--- config.mk ---
export PLATFORM = sky130hd
export DESIGN_NAME = phase_load_ctrl
export DESIGN_NICKNAME = d
export VERILOG_FILES = /design/src/rtl/phase_pkg.sv /design/src/rtl/frame_timer.sv /design/src/rtl/phase_load_ctrl.sv
export SDC_FILE = /design/constraint.sdc
export NUM_CORES = 1
export LEC_CHECK = 0
export CAP_MARGIN = 20
export CORE_AREA = 2 2 96 61
export DETAILED_ROUTE_END_ITERATION = 8
export DIE_AREA = 0 0 98 63
export PLACE_DENSITY_LB_ADDON = 0.05
export SETUP_SLACK_MARGIN = 0.1
export SYNTH_ARGS = -nofsm -noshare
export SYNTH_HDL_FRONTEND = slang
export SYNTH_SLANG_ARGS = --single-unit
export TNS_END_PERCENT = 20
--- constraint.sdc ---
create_clock -name clk -period 5.9 [get_ports clk]
set_clock_uncertainty 0.2 [all_clocks]
set_input_delay 1.475 -clock clk [delete_from_list [all_inputs] [get_ports clk]]
set_output_delay 1.475 -clock clk [all_outputs]
set_load 0.05 [all_outputs]
--- src/rtl/phase_pkg.sv ---
// rtl/phase_pkg.sv - shared types and constants for the phase load controller
package phase_pkg;

   localparam int PHASE_W = 8;
   localparam int DATA_W  = 16;

   // Bit positions inside the err flag vector
   localparam int ERR_SHORT   = 0;
   localparam int ERR_LONG    = 1;
   localparam int ERR_TIMEOUT = 2;

   typedef enum logic [1:0] {
      ST_IDLE,
      ST_LOAD,
      ST_FLUSH,
      ST_WAIT_SYNC
   } state_t;

   function automatic int idx_width(input int n);
      return (n > 1) ? $clog2(n) : 1;
   endfunction

endpackage

--- src/rtl/frame_timer.sv ---
// rtl/frame_timer.sv - stall counter; expired fires on the tick that reaches TIMEOUT_CYCLES
module frame_timer #(
   parameter int TIMEOUT_CYCLES = 1024
) (
   input  logic clk,
   input  logic rst,
   input  logic clear,
   input  logic tick,
   output logic expired
);

   localparam int CW = $clog2(TIMEOUT_CYCLES + 1);

   logic [CW-1:0] count;

   always_ff @(posedge clk or posedge rst) begin
      if (rst) begin
         count <= '0;
      end else if (clear) begin
         count <= '0;
      end else if (tick) begin
         count <= count + CW'(1);
      end
   end

   assign expired = tick && !clear && (count == CW'(TIMEOUT_CYCLES - 1));

endmodule

--- src/rtl/phase_load_ctrl.sv ---
// rtl/phase_load_ctrl.sv - frames phase words to the parsers and commits them on sync_tick
module phase_load_ctrl
   import phase_pkg::*;
#(
   parameter int NUM_CHANNELS   = 4,
   parameter int TIMEOUT_CYCLES = 1024
) (
   input  logic              clk,
   input  logic              rst,
   input  logic              in_valid,
   output logic              in_ready,
   input  logic [DATA_W-1:0] in_data,
   input  logic              in_last,
   input  logic              sync_tick,
   output logic              out_en,
   output logic [DATA_W-1:0] out_data,
   output logic              out_start,
   output logic              commit,
   output logic              busy,
   output logic [2:0]        err,
   output logic [15:0]       frame_count
);

   localparam int IDX_W = idx_width(NUM_CHANNELS);
   localparam logic [IDX_W-1:0] LAST_IDX = IDX_W'(NUM_CHANNELS - 1);

   state_t           state, state_next;
   logic [IDX_W-1:0] idx, idx_next, word_idx;
   logic             wait_first, wait_first_next;
   logic             rdy_q;
   logic             accept, fwd, commit_next;
   logic             timer_tick, timer_clear, expired;
   logic [2:0]       err_next;

   // rdy_q holds in_ready low until the first edge after reset
   assign in_ready    = rdy_q && (state != ST_WAIT_SYNC);
   assign accept      = in_valid && in_ready;
   assign busy        = (state != ST_IDLE);
   assign word_idx    = (state == ST_IDLE) ? '0 : idx + IDX_W'(1);
   assign timer_tick  = (state == ST_LOAD) && !accept;
   assign timer_clear = !timer_tick;

   frame_timer #(
      .TIMEOUT_CYCLES(TIMEOUT_CYCLES)
   ) u_frame_timer (
      .clk     (clk),
      .rst     (rst),
      .clear   (timer_clear),
      .tick    (timer_tick),
      .expired (expired)
   );

   always_ff @(posedge clk or posedge rst) begin
      if (rst) begin
         state      <= ST_IDLE;
         idx        <= '0;
         wait_first <= 1'b0;
      end else begin
         state      <= state_next;
         idx        <= idx_next;
         wait_first <= wait_first_next;
      end
   end

   always_comb begin
      state_next      = state;
      idx_next        = idx;
      wait_first_next = 1'b0;
      fwd             = 1'b0;
      commit_next     = 1'b0;
      err_next        = '0;
      case (state)
         ST_IDLE, ST_LOAD: begin
            if (expired) begin
               err_next[ERR_TIMEOUT] = 1'b1;
               state_next            = ST_IDLE;
            end else if (accept) begin
               fwd      = 1'b1;
               idx_next = word_idx;
               if (in_last) begin
                  if (word_idx == LAST_IDX) begin
                     state_next      = ST_WAIT_SYNC;
                     wait_first_next = 1'b1;
                  end else begin
                     err_next[ERR_SHORT] = 1'b1;
                     state_next          = ST_IDLE;
                  end
               end else if (word_idx == LAST_IDX) begin
                  err_next[ERR_LONG] = 1'b1;
                  state_next         = ST_FLUSH;
               end else begin
                  state_next = ST_LOAD;
               end
            end
         end
         ST_FLUSH: begin
            if (accept && in_last) begin
               state_next = ST_IDLE;
            end
         end
         ST_WAIT_SYNC: begin
            // a tick coinciding with the last word belongs to the previous period
            if (sync_tick && !wait_first) begin
               commit_next = 1'b1;
               state_next  = ST_IDLE;
            end
         end
         default: state_next = ST_IDLE;
      endcase
   end

   always_ff @(posedge clk or posedge rst) begin
      if (rst) begin
         rdy_q       <= 1'b0;
         out_en      <= 1'b0;
         out_start   <= 1'b0;
         out_data    <= '0;
         err         <= '0;
         commit      <= 1'b0;
         frame_count <= '0;
      end else begin
         rdy_q     <= 1'b1;
         out_en    <= fwd;
         out_start <= fwd && (state == ST_IDLE);
         if (fwd) begin
            out_data <= in_data;
         end
         err    <= err_next;
         commit <= commit_next;
         if (commit_next) begin
            frame_count <= frame_count + 16'd1;
         end
      end
   end

endmodule

==> summary.md <==
| Metric | Value |
|---|---|
| Status | finished, final reports clean |
| Postcts setup bufs | 0 |
| Psw | 0.3593 mW |
| Total track usage | 15.02% |
| Final period util | 60.19% |
| Clk_lat worst skew | 0.30 ns |
| Hold Path Class | reg2reg |
| Combinational Power Share | 32.0% |
| Sum of negative setup slack | 0 ns |
| Nets | 280 |
| Register area share after synthesis | 59.49% |
| Die Span Y | 63 microns |
| First-pass GRT wire length | 7.452 mm |
| Worst EP arrival | 1.88 ns |
| CP Depth | 2 |
| CTS Hold Bufs | 0 |
| Reg-to-Reg Start | state[1] |
| CTS Root Cell | clkbuf_8 |
| Maximum clock rate | 0.2816 GHz |
| Internal Power | 0.6537 mW |
| Slew headroom | 54.96% |
| Critical Path End Type | output port |
| Hold Crit Depth | 1 |
| CP Launch Type | register |
| Critical setup path kind | reg2out |
| Total power | 1.013 mW |
| Drt initial violations | 57 |
| Hold EP | frame_count[15] |
| Leading area contributor after synthesis | dfrtp_1 |
| Mux share of post-synthesis cell area | 8.221% |
| Avg Inst Size Synth | 12.31 sq um |
| Synth Area in XOR/XNOR | 7.950% |
| Largest net degree at the start of global routing | 56 |
| Post-place setup slack | 2.147 ns |
| Routability cong. | 0.7847 |
| Hold_ws | 0.2822 ns |
| Final routed DRC violation total | 0 |
| Die ar. | 6174 sq um |
| Rows | 21 |
| Warnings, synthesis | 0 |
| Synth Instances | 188 |
| Overflow left after global routing | 0 |
| Critical-path top delay cell | clkdlybuf4s50_1 |
| Sw Share | 35.47% |
| Worst reg-to-reg path cell count | 5 |
| Power Dens Cells | 325.8 nW/um^2 |
| Area growth syn-to-layout | 34.40% |
| Vias | 1557 |
| Layout cells sized above 1 | 12.55% |
| Final setup viols | 0 |
| Max-slew violations | 0 |
| Critical-path cell list | or2_2 -> clkdlybuf4s50_1 |
| CTS clk-pin slew, worst paths | 0.09 ns |
| Synth Area in Adders | 2.704% |
| Port bufs | 60 |
| Flop pwr share | 46.1% |
| TritonRoute pass-1 iters | 4 |
| Die Width | 98 microns |
| Buf/Inv on CP | 1 |
| DP Area | 2994 sq um |
| H-Tree Depth | 2 |
| Post-DP HPWL | 2.978 mm |
| Worst Tran Pin Value | 0.6756 ns |
| Final hold vios | 0 |
| Post-cts resize count | 0 |
| Largest family of logic cells by synthesized area | simple AND/OR/NAND/NOR gates |
| Num CTS Buffers | 5 |
| P_leak | 1.374 nW |
| Max cap viols | 0 |
| Clock sink count | 55 |
| Worst EP required | 4.22 ns |
| Maximum vdd drop | 0.0001650 V |
| Synth top area share | 59.49% |
| Number of global-route vias before repair | 1558 |
| Reg2reg end | state[0] |
| Crit path time final | 3.551 ns |
| CP Max Fanout | 7 |
| Reg-to-reg slack, setup | 3.93 ns |
| CTS tree | yes |
| RSZ-0062 raised after global routing | no |
| Clock share of power | 22.0% |
| Min-delay src | frame_count[15] |
| CP peak stage delay | 0.71 ns |
| Ant diodes | 0 |
| Top cells by area, synth | dfrtp_1, mux2_2, xnor2_1 |
| Post-DR wirelength/cell | 12.98 microns |
| Detailed Route WL | 4.204 mm |
| Syn_nets | 214 |
| Initial Utilization | 43.37% |
| Top delay family on crit path | buffers and inverters |
| Final antenna-violating net count | 0 |
| Cell area after layout | 3109 sq um |
| Setup ws final | 2.349 ns |
| Simple-gate portion of the synthesized area | 16.17% |
| Max clock buf depth | 2 |
| Compound-gate portion of the synthesized area | 3.407% |
| Yosys reg bits | 55 |
| Vias per cell | 4.806 |
| Core box area | 5334 sq um |
| IO Count | 61 |
| Post-Syn Area | 2313 sq um |
| Initial antenna violation count | 0 |
| Yosys cell types | 34 |
==> per-stage QoR <==
stage               cells  utilization, %
finish                324           58.29
floorplan             188               -
global route          324           58.29
detailed placement    315           56.13
CTS                   323           58.01
global placement      315           56.13
==> layer usage <==
layer / part of all wire [%] / up-vias / global-route usage [%]
li1: - / 766 / -
met1: 53 / 742 / 22.26
met2: 39 / 42 / 21.32
met3: 6.2 / 7 / 4.586
met4: 1.2 / 0 / 4.167
met5: 0 / - / 0
==> Yosys cell counts <==
master	count
a22o_1	1
ha_1	5
dfrtp_1	55
mux2_2	16
clkbuf_1	1
a32oi_1	1
nor4_1	2
a21oi_1	2
nor3_1	4
nand4_1	6
or3_1	2
mux2i_1	1
nand2b_1	1
a21boi_0	1
or2_2	1
nand3b_1	1
nand2_1	16
and3b_1	1
xor2_1	4
conb_1	1
and4_1	1
nor4_4	2
xnor2_1	17
buf_2	2
or3b_2	1
and3_1	1
and2_1	3
inv_1	8
o31a_1	1
nand3_1	7
nand4b_4	1
nor2_2	1
o21ai_0	7
nor2_1	14
==> kinds of logic after synthesis <==
family | after synthesis
multiplexers | 17
other | 1
adder cells (fa/ha/maj) | 5
AO/OA/AOI/OAI | 13
buffers and inverters | 11
XOR/XNOR | 21
AND/OR/NAND/NOR | 65
flip-flops | 55
==> cell usage in the layout (no fill, tap or decap), types with 2 or more instances in the layout <==
master / count
a21oi_1: 2
and2_1: 3
clkbuf_8: 7
clkdlybuf4s50_1: 60
dfrtp_1: 55
ha_1: 5
inv_1: 7
mux2_2: 16
nand2_1: 16
nand3_1: 7
nand4_1: 6
nor2_1: 14
nor3_1: 4
nor4_1: 2
nor4_4: 2
o21ai_0: 7
or3_1: 2
xnor2_1: 17
xor2_1: 4
==> area by class of cell <==
class,count,area [sq um]
clock buffers,8,100.1
fillers,470,2225
inverters,8,30.03
multi-input cells,122,893.4
flip-flops and latches,55,1376
well taps,69,86.33
repair buffers,62,623.1
==> worst max path at each step <==
stage | from | endpoint | slack (ns)
2_1_floorplan | state[0] | in_ready | 2.61
3_3_place_gp | in_valid | idx[1] | 2.19
3_5_place_dp | in_valid | idx[1] | 2.15
4_1_cts | state[1] | busy | 2.34
5_1_grt | state[0] | in_ready | 2.26
6_report | state[1] | busy | 2.35
==> state kept, by name (all words and copies together) (netlist names) <==
| name | flops |
|---|---|
| rdy_q | 1 |
| wait_first | 1 |
| frame_count | 16 |
| state | 2 |
| out_start | 1 |
| idx | 2 |
| out_data | 16 |
| err | 3 |
| out_en | 1 |
| commit | 1 |
| u_frame_timer.count | 11 |
==> power groups by stage <==
| stage | Combinational [mW] | Sequential, mW | Clock [mW] |
|---|---|---|---|
| after floorplan | 0.101 | 0.585 | 0 |
| after global placement | 0.323 | 0.475 | 0 |
| after detailed placement | 0.325 | 0.475 | 0 |
| after CTS | 0.325 | 0.467 | 0.234 |
| after global routing | 0.343 | 0.477 | 0.253 |
| final | 0.324 | 0.467 | 0.222 |
Note: power is estimated with default switching activity, not from simulation.
